===== config.mk =====
export PLATFORM = sky130hd
export DESIGN_NAME = matrix_scan_driver_flat
export DESIGN_NICKNAME = d
export VERILOG_FILES = /design/src/rtl/matrix_scan_driver_if.sv /design/src/rtl/matrix_scan_driver.sv /design/src/flat_wrapper.sv
export SDC_FILE = /design/constraint.sdc
export NUM_CORES = 1
export LEC_CHECK = 0
export ABC_AREA = 1
export CELL_PAD_IN_SITES_DETAIL_PLACEMENT = 0
export CELL_PAD_IN_SITES_GLOBAL_PLACEMENT = 1
export CORE_MARGIN = 1
export CORE_UTILIZATION = 25
export CTS_CLUSTER_DIAMETER = 30
export DETAILED_ROUTE_END_ITERATION = 16
export PLACE_DENSITY_LB_ADDON = 0.1
export SYNTH_ARGS = -nofsm -noshare
export SYNTH_HDL_FRONTEND = slang
export SYNTH_SLANG_ARGS = --single-unit

===== constraint.sdc =====
create_clock -name clk -period 2.05 [get_ports clk]
set_clock_uncertainty 0.2 [all_clocks]
set_input_delay 0.3075 -clock clk [delete_from_list [all_inputs] [get_ports clk]]
set_output_delay 0.3075 -clock clk [all_outputs]
set_load 0.02 [all_outputs]

===== src/rtl/matrix_scan_driver_if.sv =====
// matrix_scan_driver_if: bitmap load handshake between an image source and the scan driver
interface matrix_scan_driver_if #(
    parameter int ROWS = 7,
    parameter int COLS = 5
);
    logic [ROWS*COLS-1:0] map_in;
    logic                 map_valid;
    logic                 map_ready;
    modport master (output map_in, map_valid, input map_ready);
    modport slave  (input map_in, map_valid, output map_ready);
endinterface


===== src/rtl/matrix_scan_driver.sv =====
// matrix_scan_driver: double-buffered, row-multiplexed LED matrix scanner with guard gaps
module matrix_scan_driver #(
    parameter int ROWS  = 7,
    parameter int COLS  = 5,
    parameter int DWELL = 1000,
    parameter int GUARD = 2
) (
    input  logic                 clk,
    input  logic                 reset,
    matrix_scan_driver_if.slave  bus,
    input  logic                 blank,
    output logic [ROWS-1:0]      row_sel,
    output logic [COLS-1:0]      col_data,
    output logic                 frame_start
);
    localparam int CMAX = DWELL > GUARD ? DWELL : GUARD;
    localparam int CW = $clog2(CMAX + 1);
    localparam int RW = $clog2(ROWS);
    localparam logic [CW-1:0] DW_LAST = CW'(DWELL - 1);
    localparam logic [CW-1:0] GD_LAST = CW'(GUARD - 1);
    localparam logic [RW-1:0] R_LAST = RW'(ROWS - 1);
    typedef enum logic {GAP, DRIVE} state_t;
    state_t               st, nst;
    logic [CW-1:0]        cnt, ncnt;
    logic [RW-1:0]        row, nrow;
    logic [ROWS*COLS-1:0] active, shadow;
    logic                 shadow_full, last, wrap, swap, accept;
    assign bus.map_ready = ~shadow_full;
    assign accept = bus.map_valid & ~shadow_full;
    always_comb begin
        last = st == DRIVE ? cnt == DW_LAST : cnt == GD_LAST;
        wrap = row == R_LAST;
        nst  = last ? (st == GAP ? DRIVE : GAP) : st;
        ncnt = last ? '0 : cnt + 1'b1;
        nrow = (st == DRIVE && last) ? (wrap ? '0 : row + 1'b1) : row;
        swap = st == DRIVE && last && wrap;
    end
    // Outputs are registered from the next state so they line up with the state they describe
    always_ff @(posedge clk) begin
        if (reset) begin
            st          <= GAP;
            cnt         <= '0;
            row         <= '0;
            active      <= '0;
            shadow      <= '0;
            shadow_full <= 1'b0;
            row_sel     <= '0;
            col_data    <= '0;
            frame_start <= 1'b0;
        end else begin
            st          <= nst;
            cnt         <= ncnt;
            row         <= nrow;
            shadow_full <= accept | (shadow_full & ~swap);
            if (accept) shadow <= bus.map_in;
            if (swap && shadow_full) active <= shadow;
            row_sel     <= nst == DRIVE ? ROWS'(1) << nrow : '0;
            col_data    <= (nst == DRIVE && !blank) ? active[nrow*COLS +: COLS] : '0;
            frame_start <= st == GAP && nst == DRIVE && row == '0;
        end
    end
    a_onehot: assert property (@(posedge clk) disable iff (reset) $onehot0(row_sel));
    a_gap_dark: assert property (@(posedge clk) disable iff (reset) row_sel == '0 |-> col_data == '0);
endmodule


===== src/flat_wrapper.sv =====
// flat-port wrapper written by rule: the top's interface ports become plain ports
module matrix_scan_driver_flat 
#(
    parameter int ROWS  = 7,
    parameter int COLS  = 5,
    parameter int DWELL = 1000,
    parameter int GUARD = 2
)
  (clk, reset, blank, row_sel, col_data, frame_start, bus_map_in, bus_map_valid, bus_map_ready);
  matrix_scan_driver_if #(.ROWS(ROWS), .COLS(COLS)) bus_i ();
  input  logic clk;
  input  logic reset;
  input  logic blank;
  output logic [ROWS-1:0] row_sel;
  output logic [COLS-1:0] col_data;
  output logic frame_start;
  input wire logic [$bits(bus_i.map_in)-1:0] bus_map_in;
  input wire logic [$bits(bus_i.map_valid)-1:0] bus_map_valid;
  output wire logic [$bits(bus_i.map_ready)-1:0] bus_map_ready;
  assign bus_i.map_in = bus_map_in;
  assign bus_i.map_valid = bus_map_valid;
  assign bus_map_ready = bus_i.map_ready;
  matrix_scan_driver #(.ROWS(ROWS), .COLS(COLS), .DWELL(DWELL), .GUARD(GUARD)) u_core (.clk(clk), .reset(reset), .bus(bus_i), .blank(blank), .row_sel(row_sel), .col_data(col_data), .frame_start(frame_start));
endmodule

# --- Yosys cells after proc, flatten, opt, wreduce, memory -nomap -nowiden ---
# Cells that the tools add are included.
# W data, S select, Z words.
op_classes:
  shift: 2
  n_eq_ne: 3
  n_reduce_logical: 11
  n_mux: 5
  mul: 1
  bitwise: 8
  n_addsub: 2
op_table:
  columns: ["cell", "n"]
  rows:
  - ["$shiftx A35 B7 Y5", 1]
  - ["$add A10 B1 Y10 const B", 1]
  - ["$eq A10 B1 Y1 const B", 1]
  - ["$eq A10 B10 Y1 const B", 1]
  - ["$shl A1 B3 Y7 const A", 1]
  - ["$logic_and A1 B1 Y1", 6]
  - ["$mul A3 B3 Y6 const B", 1]
  - ["$mux W3", 2]
  - ["$reduce_or A2 Y1", 3]
  - ["$not A1 Y1", 5]
  - ["$add A3 B1 Y3 const B", 1]
  - ["$eq A3 B3 Y1 const B", 1]
  - ["$logic_not A3 Y1", 1]
  - ["$mux W1", 3]
  - ["$and A1 B1 Y1", 2]
  - ["$logic_not A1 Y1", 1]
  - ["$or A1 B1 Y1", 1]
word_totals:
  input_bits: 39
  ff_bits: 98
  out_inout_bits: 14

# --- Logic depth before layout (Yosys ltp) ---
# Gate-level depths: netlist of run 1.
depth:
  ltp_word: 7
  mapped_depth: 16

# --- Worst setup path before layout of run 1 ---
# No wires, ideal clock.
synth_path:
  kind: "register to register"
  startpoint: "register u_core.cnt[6]"
  endpoint: "register u_core.col_data[2]"
  arrival_time_ns: 1.919
  path_buffers: 1
  path_slack_ns: -0.181
  required_ns: 1.737
  stages_incl_launch_ff: 16
  cell_sequence: "dfxtp_1 nand2_1 nor3_1 nand2_1 o21ai_0 nand2_1 inv_1 ha_1 inv_1 nand2_1 nand3_1 clkbuf_8 nor2_1 nor2_1 nor2_1 nor2_1"
synth_via:
  elab_chain_len: 6
  elab_cells_between_ends: 11
  classes_between: "mul: 1; eq/ne: 2; shift: 1; mux: 3; bitwise: 1; reduce/logical: 3"
synth_lines:
  columns: ["item", "line", "rtl"]
  rows:
  - ["start, declared", "matrix_scan_driver.sv:24", "logic [CW-1:0] cnt, ncnt;"]
  - ["start signal, assigned", "matrix_scan_driver.sv:52", "cnt <= ncnt;"]
  - ["$eq A10 B1 Y1 or $eq A10 B10 Y1 (tied branches)", "matrix_scan_driver.sv:31", "last = st == DRIVE ? cnt == DW_LAST : cnt == GD_LAST;"]
  - ["$mux W1 *", "matrix_scan_driver.sv:31", null]
  - ["$logic_and A1 B1 Y1 or $mux W1 (tied branches)", "matrix_scan_driver.sv:35, matrix_scan_driver.sv:33", null]
  - ["$mux W3 or $logic_and A1 B1 Y1 (tied branches)", "matrix_scan_driver.sv:35, matrix_scan_driver.sv:58", null]
  - ["$mul A3 B3 Y6 or $not A1 Y1 (tied branches)", null, null]
  - ["$shiftx A35 B7 Y5 or $reduce_or A2 Y1 (tied branches)", null, null]
  - ["end signal, assigned", "matrix_scan_driver.sv:58", "col_data <= (nst == DRIVE && !blank) ? active[nrow*COLS +: COLS] : '0;"]
  - ["end, declared", "matrix_scan_driver.sv:13", "output logic [COLS-1:0] col_data,"]
# Every way passes the cells marked *; elsewhere a longest branch is shown, timed or not.
# A chain may end at the register's enable or synchronous reset.

# --- Worst setup path in the final report of run 1 ---
layout_path:
  startpoint: "register u_core.cnt[7]"
  endpoint: "register u_core.col_data[1]"
# Same word-level chain as after synthesis.

==> results of run 1 <==
-- repair_timing --
action                     CTS  global route
setup endpoints to repair   46            50
resized for setup           28            48
buffers inserted             4             3
pin swaps                    9            21
hold endpoints to repair     0             0
cloned                       4             0
-- power breakdown --
part           internal (µW)  switching (µW)  total (µW)
registers               2000            56.1        2060
logic                    394             429         824
clock network           1220             730        1950
total                   3620            1220        4830
-- state kept, by name (all words and copies together) (netlist names) --
signal and flops:
u_core.col_data 5, u_core.cnt 10, u_core.row 3, u_core.active 35, u_core.frame_start 1, u_core.st 1, u_core.shadow_full 1, u_core.shadow 35
u_core.row_sel 7
-- final timing paths --
path         slack, ns               from                 end
max              -0.13      u_core.cnt[7]  u_core.col_data[1]
min               0.27  u_core.active[12]   u_core.active[12]
max reg2reg      -0.13      u_core.cnt[7]  u_core.col_data[1]
min reg2reg       0.27  u_core.active[12]   u_core.active[12]
-- cells by family (layout without fill, tap and decap cells) --
logic type	count (synthesis)	after routing
flops	98	98
buf+inv	60	153
compound gates	74	74
xor+xnor	5	5
fa+ha+maj	3	3
simple gates	300	302
-- stage by stage --
stage | std cells | utilization [%] | total power [µW] | setup TNS, ns
after floorplan | 540 | - | 2450 | 0
after global placement | 820 | 32.4 | 2790 | -1.08
after detailed placement | 820 | 32.4 | 2790 | -1.89
after CTS | 843 | 35.8 | 4830 | -0.611
after global routing | 846 | 37.0 | 5060 | -7.45
final | 846 | 37.0 | 4830 | -1.16
-- critical path: stages, from the launching register on --
cell,delay (ns)
sky130_fd_sc_hd__dfxtp_2,0.33
sky130_fd_sc_hd__buf_6,0.11
sky130_fd_sc_hd__nor2_2,0.07
sky130_fd_sc_hd__nand3_1,0.07
sky130_fd_sc_hd__o21ai_1,0.11
sky130_fd_sc_hd__nand2_1,0.10
sky130_fd_sc_hd__inv_2,0.09
sky130_fd_sc_hd__ha_4,0.22
sky130_fd_sc_hd__nand2_8,0.09
sky130_fd_sc_hd__nand2_8,0.12
sky130_fd_sc_hd__inv_6,0.05
sky130_fd_sc_hd__nor2_4,0.23
sky130_fd_sc_hd__nand3_2,0.08
sky130_fd_sc_hd__nand3_1,0.08
sky130_fd_sc_hd__nand2_1,0.07
sky130_fd_sc_hd__nor2_2,0.09
-- placed cells by master, fill, tap and decap left out, types with 3 or more instances in the layout --
cell,netlist,routed
sky130_fd_sc_hd__nor2_1,180,171
sky130_fd_sc_hd__dfxtp_1,98,92
sky130_fd_sc_hd__o21ai_0,72,70
sky130_fd_sc_hd__clkdlybuf4s50_1,0,52
sky130_fd_sc_hd__nand2_1,56,44
sky130_fd_sc_hd__buf_4,0,43
sky130_fd_sc_hd__nand3_1,37,29
sky130_fd_sc_hd__inv_1,29,23
sky130_fd_sc_hd__nand4_1,12,12
sky130_fd_sc_hd__nand2_2,5,9
sky130_fd_sc_hd__clkbuf_16,0,9
sky130_fd_sc_hd__nor2_2,1,7
sky130_fd_sc_hd__nand3_2,0,7
sky130_fd_sc_hd__inv_2,3,6
sky130_fd_sc_hd__nor2_4,2,6
sky130_fd_sc_hd__dfxtp_2,0,6
sky130_fd_sc_hd__nand2_4,1,5
sky130_fd_sc_hd__nand2_8,0,5
sky130_fd_sc_hd__buf_6,2,5
sky130_fd_sc_hd__xor2_1,4,4
sky130_fd_sc_hd__bufinv_16,0,3
sky130_fd_sc_hd__buf_12,0,3
-- cell type report --
type                            instances  area [µm²]  share of cell area [%]
Clock buffer                           10         239                    4.23
Inverter                               34         138                    2.44
Sequential cell                        98        1970                    34.9
Clock inverter                          5         103                    1.82
Tap cell                              211         264                    4.68
Timing Repair Buffer                  104         975                    17.3
Multi-Input combinational cell        384        1960                    34.7
-- routing by layer --
| metal | vias to the layer above | wire [µm] | track usage [%] |
|---|---|---|---|
| met5 | - | 0 | 0 |
| li1 | 1911 | - | - |
| met3 | 12 | 309 | 2.47 |
| met4 | 0 | 240 | 7.28 |
| met2 | 52 | 4450 | 20.3 |
| met1 | 1649 | 5570 | 19.5 |
==> metrics list, run 1 <==
- Along the worst path, the maximum fanout reaches 6.
* Total congestion overflow after global routing: 0
- After synthesis, the largest family of logic cells by area is simple AND/OR/NAND/NOR gates.
- Net count, final: 673
- The number of antenna violations at the first check in global routing is 0.
- Counting instances in the post-synthesis netlist gives the leading cell types as 180 x sky130_fd_sc_hd__nor2_1, 98 x sky130_fd_sc_hd__dfxtp_1, 72 x sky130_fd_sc_hd__o21ai_0, 56 x sky130_fd_sc_hd__nand2_1, 37 x sky130_fd_sc_hd__nand3_1.
- Final Cell Area: 0.00565 mm²
* Count of unresolved DRC violations after routing: 0
* Area of the core: 0.0153 mm²
- Insertion delay of the later-clocked pin in the worst-skew pair: 0.35 ns
* Final hold slack: 0.273 ns
- Routed wire length: 10.6 mm
- Vias in the first global route: 3496
* Worst rel slew slack: 73.8%
* Post-route worst setup slack: -0.130 ns
- Category of the worst setup path launch point: register
* Final critical path time including I/O delays and setup: 2.18 ns
- For the worst flop-to-flop path, the logic depth is 15.
- Root Buffer Master: sky130_fd_sc_hd__clkbuf_16
- Yosys printed 0 warnings.
- Setup violations remaining at the end of the flow were counted as 42.
- Synthesis produced a netlist with a net count of 582.
- Simple logic cell fraction of the synthesized area: 31.8%
- Synth-to-Final Area Change: 43.5%
- Post-placement cell area: 0.00494 mm²
* Most frequent cell after synthesis: sky130_fd_sc_hd__nor2_1
- The synthesized design contains 98 register bits.
* Number of slew-limit violations in the final report: 0
- Entering global routing, the biggest net connects 38 pins.
- CTS hold repair buffers: 0
* Number of levels the H-tree was split into: 3
- Unrepaired setup endpoints after global routing: yes
- Netlist Area Pre-Place: 0.00394 mm²
- Counting flops with a built-in enable in the synthesized netlist gives 0.
- After synthesis, flip-flops and latches occupy 49.9% of the total area.
* Fraction of synthesized cell area taken by the top area cell type: 49.9%
* DR iter-0 viols: 185
* Xor/xnor cell area share of the yosys netlist: 1.11%
- Max-cap violations in this run came to 0.
- Worst min-delay path class: register to register
- CP Capture Type: register
- At the worst endpoint, the required time is 2.14 ns.
- Total number of placement rows: 45
- Adder-cell area share of the yosys netlist: 0.954%
* # port buffers: 52
- Chip Width: 127 µm
- Overall routing resource usage: 13.9%
- Counting every instance in the synthesized netlist gives 540.
* Worst setup path category: register to register
- The floorplan step set the die height to 127 µm.
- TritonCTS built the clock tree.
* Most used flip-flop cell after synthesis: sky130_fd_sc_hd__dfxtp_1
- After synthesis, the share of flip-flops with an asynchronous set or reset is 0%.
- CTS Sinks: 98
- Prior to clock tree synthesis, the placed netlist has a worst setup slack of -0.293 ns.
- Violated checks: setup timing
* Cell area power density: 855 mW/mm²
- Share of final-layout standard cells stronger than drive strength 1: 19.8%
* First-pass GRT wire length: 17.5 mm
* Iteration count of the initial detailed-routing pass: 4
- STA puts the critical path data arrival time at 2.27 ns.
- Instance count along the most critical hold path: 2
- After synthesis, the cell types taking the most area are sky130_fd_sc_hd__dfxtp_1 50%, sky130_fd_sc_hd__nor2_1 17%, sky130_fd_sc_hd__o21ai_0 9.2%.
- A synthesized cell averages 7.29 µm².
- Leakage power figure: 0.00241 µW
- Count of pins on the block boundary: 53
- In the final routed layout, each cell accounts on average for 12.5 µm.
- Final HPWL from detailed placement: 7.29 mm
- Fraction of the mapped netlist area in compound gates: 9.48%
* Die Area: 0.0162 mm²
* Share of the cycle needed by the critical path after routing: 106%
- Once the floorplan was initialized, standard cells occupied 25.8% of the core.
* Status: finished, violations left
- GP Congestion: 0.783
* Synth area leader: sky130_fd_sc_hd__dfxtp_1
* Antenna Cells: 0
- Number of clock buffers inserted by TritonCTS: 9
- After synthesis, the share of cell area in mux cells is 0%.
- Maximum clock rate: 459 MHz
* Transition time at the pin with the least slew margin: 0.392 ns
* Via-per-instance ratio: 4.28
- Count of antenna-violating nets left after detailed routing: 0
- After clock tree synthesis, the clock-pin slew on the worst setup and hold paths is 0.07 ns.
- Across the VDD grid, the largest voltage drop is 0.436 mV.
- Count of cell types in the netlist: 25
- Clock tree buffer depth: 2
- Total count of hold-check failures in the final report: 0
- The routed layout has 3624 vias.
* Total of fill cells in the finished design: 1616
Note: power is estimated with default switching activity, not from simulation.
==> run 2, diff against run 1 <==
--- a/config.mk
+++ b/config.mk
@@ -9,7 +9,7 @@
 export CELL_PAD_IN_SITES_DETAIL_PLACEMENT = 0
 export CELL_PAD_IN_SITES_GLOBAL_PLACEMENT = 1
 export CORE_MARGIN = 1
-export CORE_UTILIZATION = 25
+export CORE_UTILIZATION = 35
 export CTS_CLUSTER_DIAMETER = 30
 export DETAILED_ROUTE_END_ITERATION = 16
 export PLACE_DENSITY_LB_ADDON = 0.1
==> run 2 against run 1 <==
Effect of this change:
- the run still ends with setup timing left
- clock power shrank 38%
- non-clock buffer count shrank 2
- clock-buffer cell count fell by 1
- critical path depth unchanged
- utilization increased by 12 points
- wire length fell by 7.2%
- global-route usage increased by 4.5 points
- cell area down 6.0%
- total power shrank 15%
- die area is 28% lower
- largest cell class unchanged
- highest routed layer unchanged
==> metrics list, run 2 (same netlist as run 1, synthesis figures left out) <==
* Number of antenna violations at the first check in global routing: 0
* Transition time at the pin with the least slew margin: 0.316 ns
- Across every metal layer, demand over resource in global routing totals 18.4%.
- The die covers 0.0117 mm².
- Number of placed instances with taps included: 744
- The worst setup path is captured at a register.
* Maximum number of pins on one net before global-route repair: 38
* Clock input transition at the sequential cells of the worst setup and hold paths: 0.10 ns
* Wire length per cell: 12.7 µm
- The final reports fail on setup timing.
* Most frequent standard cell in the layout excluding fill and tap cells: sky130_fd_sc_hd__nor2_1
- Die Ht: 108 µm
- Share of final-layout standard cells stronger than drive strength 1: 18.2%
- CTS hold repair buffers: 0
* First-pass GRT wire length: 16.9 mm
* Iteration count of the initial detailed-routing pass: 4
* Top library cells by usage in the layout, fill and taps aside: 166 x sky130_fd_sc_hd__nor2_1, 95 x sky130_fd_sc_hd__dfxtp_1, 71 x sky130_fd_sc_hd__o21ai_0, 52 x sky130_fd_sc_hd__clkdlybuf4s50_1, 47 x sky130_fd_sc_hd__nand2_1
* Maximum clock rate: 454 MHz
* TritonCTS clock tree: yes
- Clock tree buffer depth: 2
- Required time of the critical path: 2.10 ns
- The via count of the first global-routing pass was 3433.
- Category of the worst setup path launch point: register
- Port buffering added 52 buffers.
* Post-route worst setup slack: -0.154 ns
- Worst min-delay path class: register to register
* Insertion delay of the later-clocked pin in the worst-skew pair: 0.35 ns
- Status: finished, violations left
- Count of antenna-violating nets left after detailed routing: 0
* Via-per-instance ratio: 4.67
- The H-tree was split into 3 levels.
* Count of max-cap constraint violations: 0
- CTS Sinks: 98
- After floorplanning, the core was sized to cover 0.0109 mm².
- Chip Width: 108 µm
- After the first detailed-routing iteration, the DRC count stood at 115.
- In this run the core area contains 38 standard-cell rows.
- 53 I/O pins were placed.
* IR drop worst, VDD: 0.429 mV
* Sequential cell area: 0.00197 mm²
- The critical path is of the register to register type.
- Final critical path time including I/O delays and setup: 2.20 ns
- For this design, the slowest cell found on the critical path is sky130_fd_sc_hd__dfxtp_2.
* Number of clock buffers inserted by TritonCTS: 9
- Data arrives at the worst endpoint at 2.26 ns.
- After the last flow step, the layout net total stands at 670.
- Summed over all cells, the static leakage comes to 0.00235 µW.
- The congestion estimate from routability-driven global placement came to 0.885.
- Largest registers ranked by flip-flop count: u_core.active (35), u_core.shadow (35), u_core.cnt (10)
- For the final routed database, the setup TNS stands at -4.92 ns.
- Count of unresolved DRC violations after routing: 0
- Once layout is complete, the cells apart from fillers number 771.
- Kind of cell adding the most delay to the critical path: simple AND/OR/NAND/NOR gates
* Routed wire length: 9.80 mm
- The final count of pins violating max slew is 0.
* Antenna Cells: 0
- Unrepaired setup endpoints after global routing: yes
- Total of fill cells in the finished design: 1147
- The worst pin sits at a relative slew slack of 78.9%.
- The detailed router placed 3598 vias in this run.
* Multi-input gate area: 0.00185 mm²
- The worst path uses 107% of the clock period.
- Root Buffer Master: sky130_fd_sc_hd__clkbuf_8
- Final HPWL from detailed placement: 6.52 mm
- Critical Path, Cell by Cell: nand2_4 > nor3_4 > nand2_1 > o21ai_1 > nand2_1 > inv_2 > ha_4 > inv_2 > nand2_4 > nand3_4 > buf_12 > nor2_2 > nor2_1 > nor2_1 > nor2_2
- Cell area power density: 776 mW/mm²
* Total count of hold-check failures in the final report: 0
- Largest stage delay, worst path: 0.37 ns
* Synth-to-Final Area Change: 34.9%
- In this run the worst path has a maximum fanout of 5.
- The critical path contains buffers and inverters numbering 3 combined.
* Total congestion overflow after global routing: 0
- For this configuration, the core starts out at a cell density of 36.1%.
- Setup violations remaining at the end of the flow were counted as 47.
-- run 2: changes by cell type in the layout (fill, tap and decap cells not counted), sizes merged --
cell,before,now
buf,52,50
bufinv,3,1
clkbuf,10,9
clkinv,3,4
inv,32,33
nand2,63,62
-- run 2: layout make-up --
class                      instances  area share, %
multi-input combinational        383           34.9
inverter                          34           2.40
timing repair buffer             102           18.9
sequential                        98           37.0
tap                              140           3.30
clock buffer                       9           2.33
clock inverter                     5           1.06
-- run 2: final timing paths --
kind / start / end / slack (ns) / depth (start not counted)
setup / recovery: u_core.cnt[6] / u_core.col_data[2] / -0.15 / 15
hold reg to reg: u_core.active[12] / u_core.active[12] / 0.28 / 2
hold / removal: u_core.active[12] / u_core.active[12] / 0.28 / 2
setup reg to reg: u_core.cnt[6] / u_core.col_data[2] / -0.15 / 15
-- run 2: power breakdown --
group	internal, µW	leakage, µW	switching [µW]
registers	2000	0.000800	52.3
clock network	552	0.0000913	644
logic	442	0.00146	427
-- run 2: layer usage --
metal,global-route usage (%),vias to the layer above,wire [µm]
met5,0,-,0
li1,-,1901,-
met3,2.89,14,332
met4,7.34,0,160
met1,25.6,1617,5150
met2,28.3,66,4160
-- run 2: through the flow --
step	instance area [µm²]	total power, µW	setup WS, ns	utilization, %	hold slack (ns)
2_1_floorplan	3950	2450	0.00518	-	0.180
3_3_place_gp	4830	2800	-0.119	44.4	0.263
3_5_place_dp	4830	2800	-0.130	44.4	0.263
4_1_cts	5220	4120	-0.0889	47.9	0.282
5_1_grt	5310	4340	-0.328	48.7	0.309
6_report	5310	4120	-0.154	48.7	0.282
-- run 2: what timing repair did --
item / 4_1_cts / 5_1_grt
gates cloned: 3 / 0
endpoints found under the hold margin: 0 / 0
buffers inserted: 8 / 2
resized for setup: 28 / 21
pin swaps: 7 / 11
endpoints found under the setup margin: 43 / 52
-- run 2: tightest hold or removal path, cell delays in order (launching register included) --
cell                      delay, ns
sky130_fd_sc_hd__dfxtp_1       0.31
sky130_fd_sc_hd__inv_1         0.08
sky130_fd_sc_hd__a21oi_1       0.06
